--- src/rtl/i2c_arb_pkg.sv ---
// Shared types and constants for the I2C controller arbiter.
// Holds the FSM state encoding, the returned error codes and the watchdog sizing helper.
package i2c_arb_pkg;

    typedef enum logic [1:0] {
        ST_IDLE    = 2'd0,
        ST_WAIT    = 2'd1,
        ST_RELEASE = 2'd2
    } arb_state_t;

    localparam logic [1:0] ERR_OK      = 2'b00;
    localparam logic [1:0] ERR_NACK    = 2'b01;
    localparam logic [1:0] ERR_TIMEOUT = 2'b10;

    localparam int DEFAULT_TIMEOUT_CYCLES = 4096;

    // The watchdog only has to reach TIMEOUT_CYCLES-1, so $clog2 bits are enough.
    function automatic int wdog_width(input int timeout_cycles);
        return (timeout_cycles > 2) ? $clog2(timeout_cycles) : 1;
    endfunction

endpackage

--- src/rtl/i2c_rr_picker.sv ---
// Combinational round-robin picker.
// Grants the first pending request found scanning upward from last+1, wrapping at N_REQ.
module i2c_rr_picker #(
    parameter int N_REQ = 4
) (
    input  logic [N_REQ-1:0]         req,
    input  logic [$clog2(N_REQ)-1:0] last,
    output logic [N_REQ-1:0]         pick,
    output logic                     valid
);

    logic found;

    always_comb begin
        pick  = '0;
        found = 1'b0;
        for (int i = 1; i <= N_REQ; i++) begin
            for (int j = 0; j < N_REQ; j++) begin
                if (!found && req[j] && (j == (int'(last) + i) % N_REQ)) begin
                    pick[j] = 1'b1;
                    found   = 1'b1;
                end
            end
        end
    end

    assign valid = |req;

endmodule

--- src/rtl/i2c_arbiter.sv ---
// Round-robin arbiter and transaction sequencer in front of one shared I2C_Controller.
// Grants one requester, launches its transaction, waits for completion under a watchdog, returns done/err.
module i2c_arbiter
    import i2c_arb_pkg::*;
#(
    parameter int N_REQ          = 4,
    parameter int DATA_W         = 32,
    parameter int TIMEOUT_CYCLES = DEFAULT_TIMEOUT_CYCLES
) (
    input  logic                      clock,
    input  logic                      reset_n,
    input  logic [N_REQ-1:0]          req_valid,
    input  logic [N_REQ-1:0]          req_rw,
    input  logic [N_REQ*8-1:0]        req_addr,
    input  logic [N_REQ*DATA_W-1:0]   req_data,
    output logic [N_REQ-1:0]          req_grant,
    output logic [N_REQ-1:0]          req_done,
    output logic [N_REQ-1:0]          req_err,
    output logic [1:0]                err_code,
    output logic                      ctl_init,
    output logic                      ctl_rw,
    output logic [7:0]                ctl_address,
    output logic [DATA_W-1:0]         ctl_data,
    output logic                      ctl_abort,
    input  logic                      ctl_done,
    input  logic                      ctl_nack
);

    localparam int IDX_W = $clog2(N_REQ);
    localparam int WD_W  = wdog_width(TIMEOUT_CYCLES);
    localparam logic [WD_W-1:0] WD_LAST = WD_W'(TIMEOUT_CYCLES - 1);

    arb_state_t         state, state_next;
    logic [IDX_W-1:0]   last_q, last_d;
    logic [WD_W-1:0]    wdog_q, wdog_d;

    logic [N_REQ-1:0]   pick;
    logic               pick_valid;
    logic [IDX_W-1:0]   win_idx;
    logic               win_rw;
    logic [7:0]         win_addr;
    logic [DATA_W-1:0]  win_data;

    logic [N_REQ-1:0]   grant_d, done_d, err_d;
    logic [1:0]         err_code_d;
    logic               init_d, abort_d, rw_d;
    logic [7:0]         addr_d;
    logic [DATA_W-1:0]  data_d;

    i2c_rr_picker #(
        .N_REQ (N_REQ)
    ) u_picker (
        .req   (req_valid),
        .last  (last_q),
        .pick  (pick),
        .valid (pick_valid)
    );

    // The pick is one-hot, so at most one slice of the request fields is selected.
    always_comb begin
        win_idx  = '0;
        win_rw   = 1'b0;
        win_addr = '0;
        win_data = '0;
        for (int i = 0; i < N_REQ; i++) begin
            if (pick[i]) begin
                win_idx  = IDX_W'(i);
                win_rw   = req_rw[i];
                win_addr = req_addr[i*8 +: 8];
                win_data = req_data[i*DATA_W +: DATA_W];
            end
        end
    end

    always_comb begin
        state_next = state;
        last_d     = last_q;
        wdog_d     = wdog_q;
        grant_d    = req_grant;
        done_d     = '0;
        err_d      = '0;
        err_code_d = ERR_OK;
        init_d     = 1'b0;
        abort_d    = 1'b0;
        rw_d       = ctl_rw;
        addr_d     = ctl_address;
        data_d     = ctl_data;

        case (state)
            ST_IDLE: begin
                if (pick_valid) begin
                    state_next = ST_WAIT;
                    last_d     = win_idx;
                    wdog_d     = '0;
                    grant_d    = pick;
                    init_d     = 1'b1;
                    rw_d       = win_rw;
                    addr_d     = win_addr;
                    data_d     = win_data;
                end
            end
            ST_WAIT: begin
                wdog_d = wdog_q + 1'b1;
                // Completion takes priority over a watchdog expiring in the same cycle.
                if (ctl_done) begin
                    state_next = ST_RELEASE;
                    grant_d    = '0;
                    done_d     = req_grant;
                    err_d      = ctl_nack ? req_grant : '0;
                    err_code_d = ctl_nack ? ERR_NACK : ERR_OK;
                end else if (wdog_q == WD_LAST) begin
                    state_next = ST_RELEASE;
                    grant_d    = '0;
                    done_d     = req_grant;
                    err_d      = req_grant;
                    err_code_d = ERR_TIMEOUT;
                    abort_d    = 1'b1;
                end
            end
            ST_RELEASE: begin
                state_next = ST_IDLE;
            end
            default: begin
                state_next = ST_IDLE;
                grant_d    = '0;
            end
        endcase
    end

    always_ff @(posedge clock or negedge reset_n) begin
        if (!reset_n) begin
            state       <= ST_IDLE;
            last_q      <= IDX_W'(N_REQ - 1);
            wdog_q      <= '0;
            req_grant   <= '0;
            req_done    <= '0;
            req_err     <= '0;
            err_code    <= ERR_OK;
            ctl_init    <= 1'b0;
            ctl_abort   <= 1'b0;
            ctl_rw      <= 1'b0;
            ctl_address <= '0;
            ctl_data    <= '0;
        end else begin
            state       <= state_next;
            last_q      <= last_d;
            wdog_q      <= wdog_d;
            req_grant   <= grant_d;
            req_done    <= done_d;
            req_err     <= err_d;
            err_code    <= err_code_d;
            ctl_init    <= init_d;
            ctl_abort   <= abort_d;
            ctl_rw      <= rw_d;
            ctl_address <= addr_d;
            ctl_data    <= data_d;
        end
    end

endmodule

--- config.mk ---
export PLATFORM = sky130hd
export DESIGN_NAME = i2c_arbiter
export DESIGN_NICKNAME = d
export VERILOG_FILES = /design/src/rtl/i2c_arb_pkg.sv /design/src/rtl/i2c_rr_picker.sv /design/src/rtl/i2c_arbiter.sv
export SDC_FILE = /design/constraint.sdc
export NUM_CORES = 1
export LEC_CHECK = 0
export BUFFER_PORTS_ARGS = -buffer_cell sky130_fd_sc_hd__clkbuf_2
export CORE_ASPECT_RATIO = 2
export CORE_MARGIN = 3
export CORE_UTILIZATION = 35
export DETAILED_ROUTE_END_ITERATION = 8
export PLACE_DENSITY = 0.73
export SLEW_MARGIN = 20
export SYNTH_ARGS = -nofsm -noshare
export SYNTH_HDL_FRONTEND = slang
export SYNTH_SLANG_ARGS = --single-unit
--- constraint.sdc ---
create_clock -name clock -period 2.26 [get_ports clock]
set_clock_uncertainty 0.1 [all_clocks]
set_input_delay 0.226 -clock clock [delete_from_list [all_inputs] [get_ports clock]]
set_output_delay 0.226 -clock clock [all_outputs]
set_load 0.02 [all_outputs]
* Word-level counts from Yosys, hierarchy flattened *
Index checks and enable logic that the tools add are counted.

storage, ports and cells
  input bits = 172
  bits in registers = 73

operators by class
  mux-type cells = 70
  equality and inequality tests = 17
  reductions and logical operators = 61
  add/sub/neg operators = 5
  bitwise operators = 5

operators by type and width
  kind                                                                   count
  32-bit zero test                                                       4
  32-bit two-way mux                                                     4
  1-bit two-way mux                                                      41
  4-bit two-way mux                                                      9
  8-bit two-way mux                                                      4
  1-bit logical AND                                                      31
  3-bit equality test (first input constant)                             8
  12-bit case mux with 2 select lines                                    1
  2-bit two-way mux                                                      8
  1-bit zero test                                                        15
  12-bit by 1-bit adder with 12-bit output (second input constant)       1
  12-bit equality test (second input constant)                           1
  2-bit by 3-bit equality test with 1-bit output (first input constant)  4
  12-bit two-way mux                                                     1
  4-bit case mux with 3 select lines                                     1
  2-bit OR reduction                                                     4
  2-bit AND reduction                                                    3
  2-bit by 1-bit adder with 2-bit output (second input constant)         2
  2-bit adder (second input constant)                                    2
  1-bit bitwise AND (first input constant)                               4
  2-bit case mux with 2 select lines                                     1
  4-bit OR reduction                                                     1
  3-bit inequality test (second input constant)                          1
  3-bit AND reduction                                                    1
  other kinds (6)                                                        6

* Longest topological paths before layout *
Gate-level depths: netlist of run 1.

  depth in word-level cells = 68
  mapped depth = 8
  mapped depth without buffers = 6

* Hierarchy *
Synthesis of run 1 repeated with hierarchy kept, for this count alone.

unflattened totals
  cell total of the unflattened synthesis = 519
  area total of the unflattened synthesis = 4648.2 um2

by module, submodules not included
  module         times used  area an instance (um2)  cells an instance  seq. area each (um2)
  i2c_arbiter    1           4549.4                  502                1804.2
  i2c_rr_picker  1           98.8                    17                 0.0

* Worst setup path before layout of run 1 *
Ideal clock, no wire load.

  path type = register to register
  from = reg last_q[1]
  to = reg ctl_address[0]
  slack = 349 ps
  arrival = 1685 ps
  data required time = 2034 ps
  cell stages (with the launch flop) = 9
  path through = dfstp_2 buf_2 o21ai_1 a32o_1 buf_2 buf_6 a221o_1 o21ai_0 a21oi_1

between the ends
  longest elaborated chain between the ends = 67

ends and longest elaborated chain
  item                                    line                 RTL
  from (decl)                             i2c_arbiter.sv:34    logic [IDX_W-1:0] last_q, last_d;
  from (signal assigned)                  i2c_arbiter.sv:133   last_q <= IDX_W'(N_REQ - 1);
  from (signal assigned)                  i2c_arbiter.sv:146   last_q <= last_d;
  2-bit by 1-bit adder with 2-bit output  i2c_rr_picker.sv:19  if (!found && req[j] && (j == (int'(last) + i) % N_REQ)) begin
  2-bit OR reduction (no line)            n/a
  1-bit bitwise AND (no line)             n/a
  32-bit zero test                        i2c_rr_picker.sv:19
  1-bit logical AND                       i2c_rr_picker.sv:19
  1-bit two-way mux                       i2c_rr_picker.sv:19
  1-bit zero test                         i2c_rr_picker.sv:19
  1-bit logical AND (2 in a row)          i2c_rr_picker.sv:19
  (+48 left out)                          n/a
  1-bit two-way mux                       i2c_rr_picker.sv:19
  1-bit zero test                         i2c_rr_picker.sv:19
  1-bit logical AND (2 in a row)          i2c_rr_picker.sv:19
  1-bit two-way mux                       i2c_rr_picker.sv:19
  1-bit zero test                         i2c_rr_picker.sv:19
  1-bit logical AND (2 in a row)          i2c_rr_picker.sv:19
  1-bit two-way mux                       i2c_rr_picker.sv:19
  8-bit two-way mux *                     i2c_arbiter.sv:66    if (pick[i]) begin
  to (signal assigned)                    i2c_arbiter.sv:155   ctl_address <= addr_d;
  to (decl)                               i2c_arbiter.sv:22    output logic [7:0] ctl_address,

Mark *: on every way between the ends. The rest lies on a longest branch, timed or not.
A chain may end at the register's enable or synchronous reset.

* Worst setup path in the final report of run 1 *
  from = reg last_q[1]
  to = reg ctl_address[5]

The elaborated chain is that of the path after synthesis.

==> impl_metrics.yaml, run 1 <==
global_route:
  antenna_found_initial: 0
  grt-busiest-layer: "met2"
  grt-ovfl-total: 0
  grt_use_met1_pct: 28.7
  use_met3_pct: 4.98
  grt_pass1_vias: 4647
  grt_start_max_net_pins: 44
  use_met2_pct: 36.7
  track_usage_pct: 23.1
  grt_pass1_wl_mm: 23.5
cts:
  clockBufferDepth: 2
  clkLatencyLatePin_ps: 330
  path_clk_slew_ps: 50
  cts_setup_buffers: 0
  cts_sinks: 72
  cts_tree: "built"
  ctsRootBufferMaster: "clkbuf_16"
  cts_htree_levels: 3
  cts_buffers: 9
critical_path:
  timing.rr.start: "last_q[1]"
  critPathTopFamily: "compound AO/OA/AOI/OAI gates"
  criticalPathCategory: "reg -> reg"
  critical-path-max-stage-delay_ps: 600
  ff2ff_setup_slack_ps: 200
  rr_worst_depth: 5
  slowest_stage: "dfstp_2"
  crit_fanout: 43
  crit_required_ps: 2370
  arrival_ps: 2160
  worst-path-buf-inv: 0
  r2r_end: "ctl_address[5]"
  cp-start-kind: "flop"
  crit_chain: "o21ai_1 > a32o_4 > a221o_1 > o21ai_0 > a21oi_1"
  end_kind: "flop"
power_and_ir_drop:
  power.total_uw: 7100
  peakVddDrop_v: 0.000647
  p_per_area_mw_per_mm2: 1270
  power_frac_seq_pct: 29.8
  internal_power_uw: 3890
  netSwitchingPower_uw: 3210
  switching_share_pct: 45.2
  p_clk_share_pct: 18.1
  power.leakage_uw: 0.00281
  p_comb_share_pct: 52.1
run_status:
  status: "finished, final reports clean"
finish:
  final_area_mm2: 0.00561
  final_nets: 848
  diodes: 0
  syn2layout_area_growth_pct: 36.8
  final_util_pct: 49.1
  drive_gt1_share_pct: 39.6
  stdcell_count: 822
sta:
  period_minus_slack_ps: 2060
  fin_crit_sh_pct: 91.0
  worst_pin_slew_ps: 526
  report.final.slew_viol_count: 0
  max_freq_ghz: 0.486
  hold_viol_final: 0
  setup_viol: 0
  rsz0062_at_grt: "false"
  relSlewSlack_pct: 64.9
place:
  place_congestion: 0.910
  placed_cell_area_mm2: 0.00532
  place.port_buffers: 228
  placed_cells: 805
  dpl.hpwl_mm: 11.2
die:
  start_util_pct: 35.9
  fp.dieH_um: 159
  fp-row-count: 55
  die_x_um: 82.6
  io_pins: 229
  dieArea_mm2: 0.0131
  core-area_mm2: 0.0114
detailed_routing:
  viasPerCell: 5.69
  drt.antenna.violating_nets: 0
  wirelength_mm: 15.2
  drcViolationCount: 0
  dr_total_vias: 4674
  initialDrtViolationCount: 549
  dr.pass1.iters: 5
  wl_per_cell_um: 18.5
synthesis:
  synth_warnings: 0
  ys_types: 38
  ys_ff_latch: 72
  synth_area_per_cell_um2: 8.81
  ys_seq_area_share_pct: 44.0
  netlist_area_mm2: 0.00411
  syn_inst: 466
  synth_nets: 639
worst_hold_path:
  hold_start: "ctl_done"
  hold_class: "in -> reg"
  hold_path_end: "ctl_abort"
  worstHoldPathCells: 2
run:
  maxCapViolations: 0
-- metal layers --
layer | wire [µm] | share of wire (%)
met3 | 946 | 6.2
met1 | 5810 | 38
met2 | 7710 | 51
met5 | 0 | 0
met4 | 756 | 5.0
-- cell type report --
type,count,area [µm²]
Fill cell,1177,5810
Multi-Input combinational cell,343,2040
Sequential cell,72,1800
Timing Repair Buffer,245,1310
Clock buffer,12,246
Tap cell,142,178
Clock inverter,4,20.0
Inverter,4,15.0
-- cell usage after synthesis, drive strengths merged --
cell type / n / area [µm²]
a31oi: 3 / 18.8
nand2b: 2 / 12.5
buf: 28 / 208
nor3: 3 / 20.0
a21oi: 46 / 230
and2: 5 / 31.3
o21bai: 1 / 7.51
nand3: 31 / 155
o21ai: 84 / 420
and4: 1 / 8.76
or2: 1 / 6.26
o2bb2ai: 22 / 193
clkbuf: 19 / 71.3
o211ai: 1 / 7.51
or3: 1 / 6.26
nor2: 28 / 105
nor2b: 3 / 18.8
inv: 4 / 15.0
ha: 1 / 12.5
dfrtp: 70 / 1750
o31ai: 1 / 7.51
mux2: 1 / 11.3
o21a: 3 / 22.5
nand2: 27 / 101
a32o: 1 / 10.0
nand4: 3 / 18.8
a22o: 4 / 35.0
a21o: 1 / 7.51
and3: 27 / 169
dfstp: 2 / 52.6
o211a: 1 / 10.0
a221o: 21 / 210
a211oi: 20 / 150
-- cells in the final DEF (no fill, tap or decap), drive strengths merged, types with 2 or more instances in the layout --
cell     instances
a211oi          20
a21oi           46
a221o           21
a22o             4
a31oi            3
and2             5
and3            27
buf             17
clkbuf         239
clkinv           4
dfrtp           70
dfstp            2
inv              4
nand2           27
nand2b           2
nand3           31
nand4            3
nor2            28
nor2b            3
nor3             3
o21a             3
o21ai           84
o2bb2ai         22
-- power by group through the flow --
stage                     Sequential, µW  Combinational, µW  Clock [µW]
after floorplan                     2550               2020           0
after global placement              2110               3580           0
after detailed placement            2130               3690           0
after CTS                           2110               3710        1320
after global routing                2170               4040        1370
final                               2120               3700        1290
-- cells by family after synthesis --
group / count (synthesis) / synth area share (%)
buffers and inverters: 51 / 7.16
adders and majority gates: 1 / 0.305
muxes: 1 / 0.274
DFF: 72 / 44.0
and+or+nand+nor: 132 / 15.9
AOI/OAI and AO/OA: 209 / 32.4
-- worst max path at each step --
| stage | to | depth (start not counted) | slack, ps | from |
|---|---|---|---|---|
| 2_1_floorplan | ctl_address[0] | 8 | 350 | last_q[1] |
| 3_3_place_gp | ctl_data[17] | 7 | 50 | req_valid[3] |
| 3_5_place_dp | ctl_data[26] | 5 | -20 | last_q[1] |
| 4_1_cts | ctl_data[8] | 6 | 120 | last_q[1] |
| 5_1_grt | ctl_data[26] | 5 | 90 | last_q[1] |
| 6_report | ctl_address[5] | 5 | 200 | last_q[1] |
-- through the flow --
step	setup slack (ps)	hold slack, ps	setup TNS [ps]
after floorplan	349	-170	0
final	204	12.3	0
after CTS	120	5.44	0
after detailed placement	-19.6	130	-94.9
after global routing	89.8	12.1	0
after global placement	47.4	124	0
-- timing repair --
| item | 4_1_cts | 5_1_grt |
|---|---|---|
| gates resized for setup | 1 | 2 |
| endpoints found under the hold margin | 34 | 0 |
| setup endpoints to repair | 3 | 3 |
| hold buffers | 1 | 0 |
-- registers in the layout, indices dropped and copies added (netlist names) --
register	flops
ctl_abort	1
ctl_address	8
ctl_data	32
ctl_init	1
ctl_rw	1
err_code	1
last_q	2
req_done	4
req_err	4
req_grant	4
state	2
wdog_q	12
(Power assumes the default switching activity.)
==> run 2: changes to the inputs <==
Settings changed: CORE_UTILIZATION 35 to 25, PLACE_DENSITY 0.73 to 0.56.
==> run 2 against run 1 <==
Critical path depth increased by 1. Maximum frequency decreased by 1.7%. Power increased by 4.0%. Sequential share of layout area decreased by 0.83 points. Largest power group unchanged. Highest routed layer unchanged. Non-clock buffer count increased by 3. Global-route usage decreased by 5.0 points. Clock power increased by 20%. First-iteration DRC count decreased by 62%. Final cell count increased by 7.7%.
==> impl_metrics.yaml, run 2 (synthesis results as in run 1) <==
run_status:
  status: "finished, final reports clean"
die:
  die_x_um: 96.6
  dieArea_mm2: 0.0181
  start_util_pct: 25.8
  fp-row-count: 65
  core-area_mm2: 0.0159
  fp.dieH_um: 187
  io_pins: 229
power_and_ir_drop:
  netSwitchingPower_uw: 3280
  p_per_area_mw_per_mm2: 1280
  p_clk_share_pct: 21.0
  power_frac_seq_pct: 28.7
  switching_share_pct: 44.3
  p_comb_share_pct: 50.4
  peakVddDrop_v: 0.000622
  power.leakage_uw: 0.00283
  internal_power_uw: 4110
sta:
  report.final.slew_viol_count: 0
  max_freq_ghz: 0.478
  setup_viol: 0
  rsz0062_at_grt: "false"
  period_minus_slack_ps: 2090
  worst_pin_slew_ps: 611
  setup_ws_ps: 168
  relSlewSlack_pct: 59.3
  fin_setup_tns_ps: 0
  hold_viol_final: 0
  fin_crit_sh_pct: 92.6
global_route:
  track_usage_pct: 18.1
  grt_pass1_vias: 4661
  grt_start_max_net_pins: 46
  antenna_found_initial: 1
  grt-busiest-layer: "met2"
  grt_pass1_wl_mm: 26.0
  grt-ovfl-total: 0
  grt_use_met1_pct: 21.3
  use_met2_pct: 33.2
  use_met3_pct: 2.43
run:
  maxCapViolations: 0
detailed_routing:
  drt.antenna.violating_nets: 0
  viasPerCell: 5.04
  wirelength_mm: 16.5
  wl_per_cell_um: 18.7
  initialDrtViolationCount: 209
  dr_total_vias: 4456
  drcViolationCount: 0
  dr.pass1.iters: 4
cts:
  path_clk_slew_ps: 70
  clockBufferDepth: 2
  ctsRootBufferMaster: "clkbuf_16"
  cts_htree_levels: 3
  clkLatencyLatePin_ps: 330
  cts_setup_buffers: 0
  cts_buffers: 9
  cts_tree: "built"
  cts_sinks: 72
finish:
  syn2layout_area_growth_pct: 40.4
  drive_gt1_share_pct: 40.0
  final_common_cell: "clkbuf_2"
  mostFrequentLayoutCells: "227 x clkbuf_2, 70 x dfrtp_1, 62 x o21ai_0"
  top_regs: "ctl_data (32), wdog_q (12), ctl_address (8)"
  largest_reg_flops: 32
  final_nets: 851
  largest-register: "ctl_data"
critical_path:
  end_kind: "flop"
  cp-start-kind: "flop"
  crit_required_ps: 2370
  criticalPathCategory: "reg -> reg"
  arrival_ps: 2210
  crit_fanout: 19
place:
  dp_slack_ps: 70.5
  place.port_buffers: 228
  place_congestion: 0.818
  dpl.hpwl_mm: 12.6
worst_hold_path:
  hold_class: "in -> reg"
==> run 2: final timing paths <==
path	endpoint	startpoint	depth (start not counted)	slack (ps)
worst max-delay path	ctl_data[26]	last_q[1]	6	170
worst min-delay path	err_code[0]	ctl_nack	3	20
worst max register to register	ctl_data[26]	last_q[1]	6	170
worst min register to register	ctl_data[31]	ctl_data[31]	2	380
max in group asynchronous	last_q[1]	reset_n	3	1040
min in group asynchronous	ctl_address[1]	reset_n	2	350
==> run 2: metal layers <==
layer	part of all wire [%]	routed length (µm)	vias to the layer above
met5	0	0	-
met4	2.3	386	0
met3	3.0	489	18
met2	56	9180	122
met1	39	6490	2149
li1	-	-	2167
==> run 2: worst max-delay path, stage by stage (launching register included) <==
cell and delay (ps):
dfstp_2 610, o21ai_1 90, a32o_2 420, buf_4 220
a221o_1 330, o21ai_0 100, a21oi_1 90
==> run 2: power by group through the flow <==
stage	Clock [µW]	Sequential, µW	Combinational [µW]
finish	1550	2120	3720
global route	1650	2190	4120
CTS	1590	2130	3760
detailed placement	0	2140	3760
global placement	0	2150	3720
floorplan	0	2550	2020
==> run 2: repair_timing <==
| action | in CTS | in global routing |
|---|---|---|
| hold buffers | 2 | 0 |
| setup endpoints to repair | 0 | 15 |
| hold endpoints to repair | 45 | 0 |
| resized for setup | 0 | 2 |
==> run 2: area by class of cell <==
type	count	area [µm²]
clock inverters	6	92.6
inverters	4	15.0
multi-input cells	343	2030
well taps	201	251
repair buffers	248	1340
diodes	1	2.50
clock buffers	10	229
fillers	1752	10200
flip-flops and latches	72	1800
==> run 2: metrics by stage <==
| stage | cells | instance area [µm²] | power, µW | hold slack [ps] | util (%) |
|---|---|---|---|---|---|
| 5_1_grt | 885 | 5760 | 7970 | 18.2 | 36.2 |
| 3_3_place_gp | 866 | 5410 | 5860 | 169 | 34.0 |
| 2_1_floorplan | 466 | 4110 | 4570 | -170 | - |
| 6_report | 885 | 5760 | 7390 | 23.7 | 36.2 |
| 3_5_place_dp | 866 | 5410 | 5900 | 174 | 34.0 |
| 4_1_cts | 884 | 5750 | 7480 | 3.38 | 36.1 |
